===== config.mk =====
export PLATFORM = sky130hd
export DESIGN_NAME = reorder_buffer_flat
export DESIGN_NICKNAME = d
export VERILOG_FILES = /design/src/rtl/rob_if.sv /design/src/rtl/reorder_buffer.sv /design/src/flat_wrapper.sv
export SDC_FILE = /design/constraint.sdc
export NUM_CORES = 1
export LEC_CHECK = 0
export BUFFER_PORTS_ARGS = -buffer_cell sky130_fd_sc_hd__buf_2
export CAP_MARGIN = 30
export CELL_PAD_IN_SITES_DETAIL_PLACEMENT = 1
export CELL_PAD_IN_SITES_GLOBAL_PLACEMENT = 2
export CORE_AREA = 2 2 190 192
export CTS_CLUSTER_DIAMETER = 40
export DETAILED_ROUTE_END_ITERATION = 16
export DIE_AREA = 0 0 192 194
export PLACE_DENSITY_LB_ADDON = 0.1
export SYNTH_ARGS = -nofsm -noshare
export SYNTH_HDL_FRONTEND = slang
export SYNTH_SLANG_ARGS = --single-unit
export TNS_END_PERCENT = 10

===== constraint.sdc =====
create_clock -name clk -period 24.4 [get_ports clk]
set_clock_uncertainty 0.2 [all_clocks]
set_input_delay 1.22 -clock clk [delete_from_list [all_inputs] [get_ports clk]]
set_output_delay 1.22 -clock clk [all_outputs]
set_load 0.1 [all_outputs]

===== src/rtl/rob_if.sv =====
// Dispatch / CDB / commit bundle of the reorder buffer.
// The ROB side is the slave; dispatch, CDB and the LSU drive the master side.
interface rob_if #(
    parameter int DEPTH = 6,
    parameter int TAG_W = 4
);
    logic                       alloc_valid;
    logic [1:0]                 alloc_op;
    logic [4:0]                 alloc_rd;
    logic [TAG_W-1:0]           alloc_tag;
    logic                       cdb_valid;
    logic [TAG_W-1:0]           cdb_tag;
    logic [31:0]                cdb_val;
    logic                       cdb_mispred;
    logic [DEPTH-1:0]           rob_busy;
    logic [DEPTH-1:0][31:0]     rob_vals;
    logic                       commit_valid;
    logic [TAG_W-1:0]           commit_tag;
    logic [1:0]                 commit_op;
    logic [4:0]                 commit_rd;
    logic [31:0]                commit_val;
    logic                       st_ack;
    logic                       flush;

    modport master (
        output alloc_valid, alloc_op, alloc_rd,
        output cdb_valid, cdb_tag, cdb_val, cdb_mispred,
        output st_ack,
        input  alloc_tag, rob_busy, rob_vals,
        input  commit_valid, commit_tag, commit_op, commit_rd, commit_val,
        input  flush
    );

    modport slave (
        input  alloc_valid, alloc_op, alloc_rd,
        input  cdb_valid, cdb_tag, cdb_val, cdb_mispred,
        input  st_ack,
        output alloc_tag, rob_busy, rob_vals,
        output commit_valid, commit_tag, commit_op, commit_rd, commit_val,
        output flush
    );
endinterface


===== src/rtl/reorder_buffer.sv =====
// Circular reorder buffer: tag allocation, CDB capture, in-order retire,
// store-commit handshake and flush on a mispredicted branch at head.
module reorder_buffer #(
    parameter int DEPTH = 6,
    parameter int TAG_W = 4
) (
    input  logic clk,
    input  logic rst,
    rob_if.slave bus
);
    localparam int PTR_W = $clog2(DEPTH);
    localparam int CNT_W = $clog2(DEPTH + 1);
    localparam logic [1:0] OP_ST = 2'b01;
    localparam logic [1:0] OP_BR = 2'b10;

    logic [DEPTH-1:0] valid_q;
    logic [DEPTH-1:0] done_q;
    logic [DEPTH-1:0] mispred_q;
    logic [1:0]       op_q  [DEPTH];
    logic [4:0]       rd_q  [DEPTH];
    logic [31:0]      val_q [DEPTH];
    logic [PTR_W-1:0] head_q;
    logic [PTR_W-1:0] tail_q;
    logic [CNT_W-1:0] count_q;

    logic             full;
    logic             do_alloc;
    logic             do_commit;
    logic             do_flush;
    logic             cdb_hit;
    logic [TAG_W-1:0] cdb_off;
    logic [PTR_W-1:0] cdb_idx;

    function automatic logic [PTR_W-1:0] wrap_inc(input logic [PTR_W-1:0] p);
        return (p == PTR_W'(DEPTH - 1)) ? '0 : p + PTR_W'(1);
    endfunction

    // Tag offer uses registered count only; a same-cycle commit frees nothing yet.
    assign full          = (count_q == CNT_W'(DEPTH));
    assign bus.alloc_tag = full ? '0 : TAG_W'(tail_q) + TAG_W'(1);
    assign do_alloc      = bus.alloc_valid && !full && !do_flush;

    assign cdb_off = bus.cdb_tag - TAG_W'(1);
    assign cdb_idx = PTR_W'(cdb_off);
    assign cdb_hit = bus.cdb_valid
                  && (bus.cdb_tag != '0)
                  && (bus.cdb_tag <= TAG_W'(DEPTH))
                  && valid_q[cdb_idx]
                  && !done_q[cdb_idx];

    assign do_commit = valid_q[head_q] && done_q[head_q]
                    && ((op_q[head_q] != OP_ST) || bus.st_ack);
    assign do_flush  = do_commit && (op_q[head_q] == OP_BR) && mispred_q[head_q];

    assign bus.commit_valid = do_commit;
    assign bus.commit_tag   = TAG_W'(head_q) + TAG_W'(1);
    assign bus.commit_op    = op_q[head_q];
    assign bus.commit_rd    = rd_q[head_q];
    assign bus.commit_val   = val_q[head_q];
    assign bus.flush        = do_flush;
    assign bus.rob_busy     = valid_q & ~done_q;

    always_comb begin
        bus.rob_vals = '0;
        for (int i = 0; i < DEPTH; i++) begin
            bus.rob_vals[i] = val_q[i];
        end
    end

    always_ff @(posedge clk or posedge rst) begin
        if (rst) begin
            valid_q   <= '0;
            done_q    <= '0;
            mispred_q <= '0;
            head_q    <= '0;
            tail_q    <= '0;
            count_q   <= '0;
            for (int i = 0; i < DEPTH; i++) begin
                op_q[i]  <= '0;
                rd_q[i]  <= '0;
                val_q[i] <= '0;
            end
        end else if (do_flush) begin
            valid_q   <= '0;
            done_q    <= '0;
            mispred_q <= '0;
            head_q    <= '0;
            tail_q    <= '0;
            count_q   <= '0;
        end else begin
            if (cdb_hit) begin
                done_q[cdb_idx]    <= 1'b1;
                val_q[cdb_idx]     <= bus.cdb_val;
                mispred_q[cdb_idx] <= bus.cdb_mispred;
            end
            if (do_commit) begin
                valid_q[head_q] <= 1'b0;
                done_q[head_q]  <= 1'b0;
                head_q          <= wrap_inc(head_q);
            end
            // Head and tail only coincide when empty or full, so no slot conflict.
            if (do_alloc) begin
                valid_q[tail_q]   <= 1'b1;
                done_q[tail_q]    <= 1'b0;
                mispred_q[tail_q] <= 1'b0;
                op_q[tail_q]      <= bus.alloc_op;
                rd_q[tail_q]      <= bus.alloc_rd;
                val_q[tail_q]     <= '0;
                tail_q            <= wrap_inc(tail_q);
            end
            if (do_alloc && !do_commit) begin
                count_q <= count_q + CNT_W'(1);
            end else if (!do_alloc && do_commit) begin
                count_q <= count_q - CNT_W'(1);
            end
        end
    end
endmodule

===== src/flat_wrapper.sv =====
// flat-port wrapper written by rule: the top's interface ports become plain ports
module reorder_buffer_flat 
#(
    parameter int DEPTH = 6,
    parameter int TAG_W = 4
)
  (clk, rst, bus_alloc_valid, bus_alloc_op, bus_alloc_rd, bus_cdb_valid, bus_cdb_tag, bus_cdb_val, bus_cdb_mispred, bus_st_ack, bus_alloc_tag, bus_rob_busy, bus_rob_vals, bus_commit_valid, bus_commit_tag, bus_commit_op, bus_commit_rd, bus_commit_val, bus_flush);
  rob_if #(.DEPTH(DEPTH), .TAG_W(TAG_W)) bus_i ();
  input  logic clk;
  input  logic rst;
  input wire logic [$bits(bus_i.alloc_valid)-1:0] bus_alloc_valid;
  input wire logic [$bits(bus_i.alloc_op)-1:0] bus_alloc_op;
  input wire logic [$bits(bus_i.alloc_rd)-1:0] bus_alloc_rd;
  input wire logic [$bits(bus_i.cdb_valid)-1:0] bus_cdb_valid;
  input wire logic [$bits(bus_i.cdb_tag)-1:0] bus_cdb_tag;
  input wire logic [$bits(bus_i.cdb_val)-1:0] bus_cdb_val;
  input wire logic [$bits(bus_i.cdb_mispred)-1:0] bus_cdb_mispred;
  input wire logic [$bits(bus_i.st_ack)-1:0] bus_st_ack;
  output wire logic [$bits(bus_i.alloc_tag)-1:0] bus_alloc_tag;
  output wire logic [$bits(bus_i.rob_busy)-1:0] bus_rob_busy;
  output wire logic [$bits(bus_i.rob_vals)-1:0] bus_rob_vals;
  output wire logic [$bits(bus_i.commit_valid)-1:0] bus_commit_valid;
  output wire logic [$bits(bus_i.commit_tag)-1:0] bus_commit_tag;
  output wire logic [$bits(bus_i.commit_op)-1:0] bus_commit_op;
  output wire logic [$bits(bus_i.commit_rd)-1:0] bus_commit_rd;
  output wire logic [$bits(bus_i.commit_val)-1:0] bus_commit_val;
  output wire logic [$bits(bus_i.flush)-1:0] bus_flush;
  assign bus_i.alloc_valid = bus_alloc_valid;
  assign bus_i.alloc_op = bus_alloc_op;
  assign bus_i.alloc_rd = bus_alloc_rd;
  assign bus_i.cdb_valid = bus_cdb_valid;
  assign bus_i.cdb_tag = bus_cdb_tag;
  assign bus_i.cdb_val = bus_cdb_val;
  assign bus_i.cdb_mispred = bus_cdb_mispred;
  assign bus_i.st_ack = bus_st_ack;
  assign bus_alloc_tag = bus_i.alloc_tag;
  assign bus_rob_busy = bus_i.rob_busy;
  assign bus_rob_vals = bus_i.rob_vals;
  assign bus_commit_valid = bus_i.commit_valid;
  assign bus_commit_tag = bus_i.commit_tag;
  assign bus_commit_op = bus_i.commit_op;
  assign bus_commit_rd = bus_i.commit_rd;
  assign bus_commit_val = bus_i.commit_val;
  assign bus_flush = bus_i.flush;
  reorder_buffer #(.DEPTH(DEPTH), .TAG_W(TAG_W)) u_core (.clk(clk), .rst(rst), .bus(bus_i));
endmodule

==> metrics.md, run 1 <==
| Metric | Value |
|---|---|
| Die ar. | `37200 um2` |
| Yosys cell types | `55` |
| Cell Count, Final, Fillers Out | `2073` |
| Synth Instances | `1307` |
| PortBufs | `295` |
| RSZ-0062 raised after global routing | `false` |
| Die height | `194 um` |
| Area occupied by multi-input gates | `5590 um2` |
| Fillcell total | `4025` |
| Cell taking the most area after synthesis | `dfrtp_1` |
| Post-synthesis sequential area ratio | `51.9%` |
| Max Transition Viols Final | `0` |
| GRT overflow | `0` |
| Die X | `192 um` |
| Initial drt markers | `754` |
| Vias | `11.8k` |
| Nets@finish | `1631` |
| Drt drc | `0` |
| Vias per cell | `5.69` |
| Placed Cells | `1982` |
| CTS root buf | `clkbuf_16` |
| Status | `completed` |
| Clk pin slew, worst setup/hold paths | `0.05 ns` |
| DRT Pass-1 Iters | `5` |
| DP Wirelength | `33500 um` |
| Routed length per placed instance | `26.0 um` |
| TritonCTS clock tree | `built` |
| H-Tree Level Count | `2` |
| Max Clock Freq | `145 MHz` |
| Largest net degree at the start of global routing | `137` |
| EDFF count, synth | `0` |
| Critical Path RT | `22.98 ns` |
| Critical path class | `flip-flop to output pin` |
| Reg2reg start | `u_core.head_q[2]$_DFFE_PP0P_` |
| Row count | `69` |
| Flops & latches, synth | `261` |
| Final setup TNS | `0 ns` |
| Worst endpoint data arrival time | `5.47 ns` |
| Mapped Nets | `1365` |
| Share of post-route cells with drive strength above 1 | `30.9%` |
| # Max-Cap Violations | `0` |
| Vias in the first global route | `12.3k` |
| Area Growth Syn to Fin | `29.3%` |
| Critical path startpoint category | `flip-flop` |
| First-pass GRT wire length | `80900 um` |
| Syn avg cell area | `9.63 um2` |
| Min Clock Period, post-route | `6.89 ns` |
| Setup crit end kind | `output pin` |
| Setup crit start | `u_core.head_q[1]$_DFFE_PP0P_` |
| Final Setup Violations | `0` |
| Hold wc startpoint | `u_core.rd_q[25]$_DFFE_PP0P_` |
| Relative slew slack | `35.6%` |
| Crit-path max FO | `96` |
| Final Hold Viols | `0` |
| Total GRT Usage | `28.9%` |
| Initial cell density of the core | `35.7%` |
| Commonest cells post-synth | `dfrtp_1 (261), nand2_1 (202), a21oi_1 (184)` |
| Synth warn | `0` |
| Worst Tran Pin Value | `0.965 ns` |
| Post-DRT Antenna Nets | `0` |
| Core area | `35200 um2` |
| Post-synth top area share | `51.9%` |
| Register area | `6530 um2` |
| CTS Buf Count | `47` |
| Clock latency on the worst-skew pair | `0.56 ns` |
| Prevailing post-synth register cell | `dfrtp_1` |
| Most common cell in the netlist | `dfrtp_1` |
| Area contributors post-synth | `dfrtp_1 (52%), a21oi_1 (7.3%), nand2_1 (6.0%)` |
| Ports | `296` |
| CTS resizes | `0` |
| Sink Count | `261` |
| # hold bufs at CTS | `0` |
| HP Class | `flip-flop to flip-flop` |
| Final Wtd Congestion | `0.795` |
| Synth async-reset ratio | `100%` |
| Routed WL | `53800 um` |
| Post-Syn Area | `12600 um2` |
| Clock Tree Buf Depth | `3` |
| Fin crit share | `28.2%` |
| Post-CTS setup buffers | `0` |
| Antenna violations before repair | `2` |
## critical path, cell delays in order, from the launching register on
cell and delay [ns]:
dfrtp_1 0.59, buf_4 0.32, nor2b_1 0.76, a222oi_1 0.27, or4_1 0.85, or3_4 0.73
clkinv_4 0.71, buf_2 0.56
## sequential cells by signal, indices dropped and copies added (netlist names)
name	count
u_core.mispred_q	6
u_core.op_q	12
u_core.bus.rob_vals	192
u_core.tail_q	3
u_core.done_q	6
u_core.count_q	3
u_core.valid_q	6
u_core.head_q	3
u_core.rd_q	30
## cells in the final DEF, fill, tap and decap left out, types with 9 or more instances in the layout
| cell | count |
|---|---|
| a21oi_1 | 184 |
| a22oi_1 | 88 |
| buf_2 | 295 |
| buf_4 | 24 |
| clkbuf_16 | 48 |
| dfrtp_1 | 259 |
| inv_1 | 10 |
| mux2_2 | 53 |
| mux2i_1 | 55 |
| nand2_1 | 202 |
| nand3_1 | 93 |
| nor2_1 | 69 |
| nor2b_1 | 10 |
| nor3_1 | 9 |
| o21ai_0 | 66 |
## worst paths after layout
| check | to | slack, ns | depth (start not counted) |
|---|---|---|---|
| worst max-delay path | bus_flush | 17.51 | 7 |
| worst min-delay path | u_core.rd_q[25]$_DFFE_PP0P_ | 0.30 | 1 |
| worst max register to register | u_core.op_q[2]$_DFFE_PP0P_ | 17.99 | 8 |
| worst min register to register | u_core.rd_q[25]$_DFFE_PP0P_ | 0.30 | 1 |
| max in group asynchronous | u_core.head_q[2]$_DFFE_PP0P_ | 22.06 | 4 |
| min in group asynchronous | u_core.bus.rob_vals[1]$_DFFE_PP0P_ | 0.34 | 2 |
## cell type report
| type | instances | share of cell area, % |
|---|---|---|
| Timing Repair Buffer | 326 | 11.2 |
| Sequential cell | 261 | 40.2 |
| Tap cell | 461 | 3.55 |
| Antenna cell | 1 | 0.0154 |
| Inverter | 15 | 0.423 |
| Clock inverter | 34 | 2.55 |
| Clock buffer | 53 | 7.69 |
| Multi-Input combinational cell | 922 | 34.4 |
## per-layer routing
layer	share of wire [%]	track usage, %	routed length, um	vias up
met1	44	40.0	23800	6075
met2	46	44.6	24600	429
met3	7.8	7.75	4180	83
li1	-	-	-	5198
met4	2.3	7.66	1240	2
met5	0.013	0	7	-
## cells by family (layout without fill, tap and decap cells)
logic type               count (synthesis)  count (layout)  share of synthesized area [%]
buffers and inverters                  124             428                           4.54
XOR/XNOR                                 5               5                          0.348
other                                    0               1                              0
adder cells (fa/ha/maj)                  9               9                          0.955
flip-flops                             261             261                           51.9
multiplexers                           109             109                           9.30
AND/OR/NAND/NOR                        414             414                           14.8
AO/OA/AOI/OAI                          385             385                           18.2
## per-stage QoR
stage / utilization [%] / instance area [um2] / hold slack (ns) / setup WS (ns)
detailed placement: 41.2 / 14500 / 0.294 / 18.07
global placement: 41.0 / 14400 / 0.289 / 18.22
floorplan: - / 12600 / 0.256 / 15.80
global route: 46.2 / 16300 / 0.326 / 17.29
CTS: 46.0 / 16200 / 0.305 / 17.53
finish: 46.2 / 16300 / 0.304 / 17.51
Power of run 1 is not shown: default switching activity piles up to over one toggle a cycle in this logic, so the estimate is an artifact.
==> run 2, diff against run 1 <==
CORE_AREA = 2 2 208 210   (was 2 2 190 192)
DIE_AREA = 0 0 210 212   (was 0 0 192 194)
clock period = 5.7 ns   (was 24.4 ns; I/O delays follow)
==> run 2 against run 1 <==
  * Final cell count grew 7.6%
  * Count of clock-buffer cells in the layout up 12
  * Non-clock buffer count grew 56
  * Sequential share of layout area down 2.2 points
  * Via count up 2.3%
  * Routed wire length up 5.9%
  * Register-to-register slack lost 17 ns
  * Core utilization down 5.7 points
  * Die area is 20% higher
  * Worst hold slack worse by 0.27 ns
  * Largest cell class unchanged
  * Highest routed layer is now met4
==> metrics.md, run 2 (same netlist as run 1, synthesis figures left out) <==
| Metric | Value |
|---|---|
| Status | `completed` |
| M1 GR Usage | `34.8%` |
| First-pass GRT wire length | `85000 um` |
| Final Setup Violations | `0` |
| RSZ-0062 raised after global routing | `false` |
| Worst endpoint data arrival time | `4.90 ns` |
| PortBufs | `295` |
| Post-DRT Antenna Nets | `0` |
| Max Clock Freq | `217 MHz` |
| Clk pin slew, worst setup/hold paths | `0.05 ns` |
| Routed length per placed instance | `25.6 um` |
| HP Class | `input pin to flip-flop` |
| DP Wirelength | `36400 um` |
| Crit-path max FO | `82` |
| GRT overflow | `0` |
| Commonest non-fill, non-tap cells in the layout | `buf_2 (296), dfrtp_1 (259), nand2_1 (202)` |
| Relative slew slack | `32.5%` |
| Vias per cell | `5.41` |
| Min Clock Period, post-route | `4.60 ns` |
| Drt drc | `0` |
| Final Hold Viols | `0` |
| Final Wtd Congestion | `0.779` |
| H-Tree Level Count | `2` |
| Max incr delay on CP | `0.96 ns` |
| Commonest non-fill, non-tap cell in the layout | `buf_2` |
| CTS Buf Count | `54` |
| Routed WL | `57000 um` |
| Nets@finish | `1694` |
| Sink Count | `261` |
| WP buf/inv | `2` |
| M3 GR Usage | `4.86%` |
| Ports | `296` |
| Die X | `210 um` |
| Clock latency on the worst-skew pair | `0.58 ns` |
| GR peak layer | `met2` |
| Critical path class | `flip-flop to flip-flop` |
| Row count | `76` |
| Slowest cell on crit path | `dfrtp_2` |
| CTS resizes | `0` |
| Top cell family by delay on the critical path | `simple AND/OR/NAND/NOR gates` |
| Setup crit end kind | `flip-flop` |
| Vias | `12.1k` |
| Largest net degree at the start of global routing | `128` |
| Core area | `42500 um2` |
| Die ar. | `44500 um2` |
| Vias in the first global route | `12.7k` |
| Area Growth Syn to Fin | `36.8%` |
| Max Transition Viols Final | `0` |
| Fin crit share | `80.7%` |
| # Max-Cap Violations | `0` |
| CTS root buf | `clkbuf_16` |
| TritonCTS clock tree | `built` |
| Met2 global-route usage | `41.7%` |
| CP Cell Sequence | `nor2b_1 -> a222oi_1 -> or4_1 -> or3_4 -> clkinv_4 -> buf_4 -> o21ai_0 -> a21oi_1` |
| Share of post-route cells with drive strength above 1 | `31.2%` |
| Clock Tree Buf Depth | `3` |
| Initial drt markers | `734` |
| Final setup TNS | `0 ns` |
| Worst Tran Pin Value | `1.01 ns` |
| Critical Path RT | `6.00 ns` |
| Die height | `212 um` |
| DRT Pass-1 Iters | `7` |
| Total GRT Usage | `25.7%` |
| Antenna violations before repair | `2` |
| Max reg flops | `192` |
| Initial cell density of the core | `29.6%` |
| Critical path startpoint category | `flip-flop` |
[run 2: cell count changes in the layout (fill, tap and decap cells not counted), sizes merged]
| cell | delta |
|---|---|
| clkinvlp | -1 |
| buf | +14 |
| bufinv | +5 |
| inv | -4 |
| clkinv | +2 |
| clkbuf | +12 |
| dlygate4sd3 | +42 |
| diode | +2 |
[run 2: final cells by class]
| cell class | count | area, um2 |
|---|---|---|
| fill | 4842 | 25300 |
| sequential | 261 | 6530 |
| multi-input combinational | 922 | 5590 |
| timing repair buffer | 382 | 2330 |
| clock buffer | 65 | 1470 |
| tap | 546 | 683 |
| clock inverter | 36 | 523 |
| inverter | 15 | 65.1 |
| antenna | 3 | 7.51 |
[run 2: through the flow]
step / hold slack (ns) / setup slack [ns] / utilization (%) / cell area (um2) / std cells
detailed placement: 0.178 / 1.20 / 34.8 / 14800 / 2083
finish: 0.0334 / 1.10 / 40.5 / 17200 / 2230
global placement: 0.173 / 1.14 / 34.6 / 14700 / 2078
global route: 0.0529 / 0.900 / 40.5 / 17200 / 2229
floorplan: 0.213 / 0.872 / - / 12600 / 1307
CTS: 0.000495 / 1.17 / 40.5 / 17200 / 2226
[run 2: tightest hold or removal path, delay by kind of cell]
kind / cells / cell delay [ns]
AOI/OAI and AO/OA: 1 / 0.06
buffers and inverters: 1 / 0.11
and+or+nand+nor: 3 / 0.30
[run 2: path summary, 6_finish.rpt]
check | from | to | slack (ns) | depth (start not counted)
worst max-delay path | u_core.head_q[2]$_DFFE_PP0P_ | u_core.bus.rob_vals[68]$_DFFE_PP0P_ | 1.10 | 8
worst min-delay path | bus_cdb_tag[2] | u_core.done_q[4]$_DFF_PP0_ | 0.03 | 5
worst max register to register | u_core.head_q[2]$_DFFE_PP0P_ | u_core.bus.rob_vals[68]$_DFFE_PP0P_ | 1.10 | 8
worst min register to register | u_core.rd_q[3]$_DFFE_PP0P_ | u_core.rd_q[3]$_DFFE_PP0P_ | 0.30 | 1
max in group asynchronous | rst | u_core.bus.rob_vals[25]$_DFFE_PP0P_ | 3.96 | 4
min in group asynchronous | rst | u_core.bus.rob_vals[1]$_DFFE_PP0P_ | 0.11 | 3
[run 2: timing repair]
item                                   4_1_cts  5_1_grt
endpoints found under the hold margin      260        0
buffers inserted                             0        0
hold buffers                                42        0
[run 2: per-layer routing]
layer  wire length (um)  up-vias  part of all wire [%]
li1                   -     5334                     -
met1              25700     6269                    45
met2              27000      375                    47
met3               3060       82                   5.4
met4               1270        0                   2.2
met5                  0        -                     0
Power of run 2 is left out for the same reason.
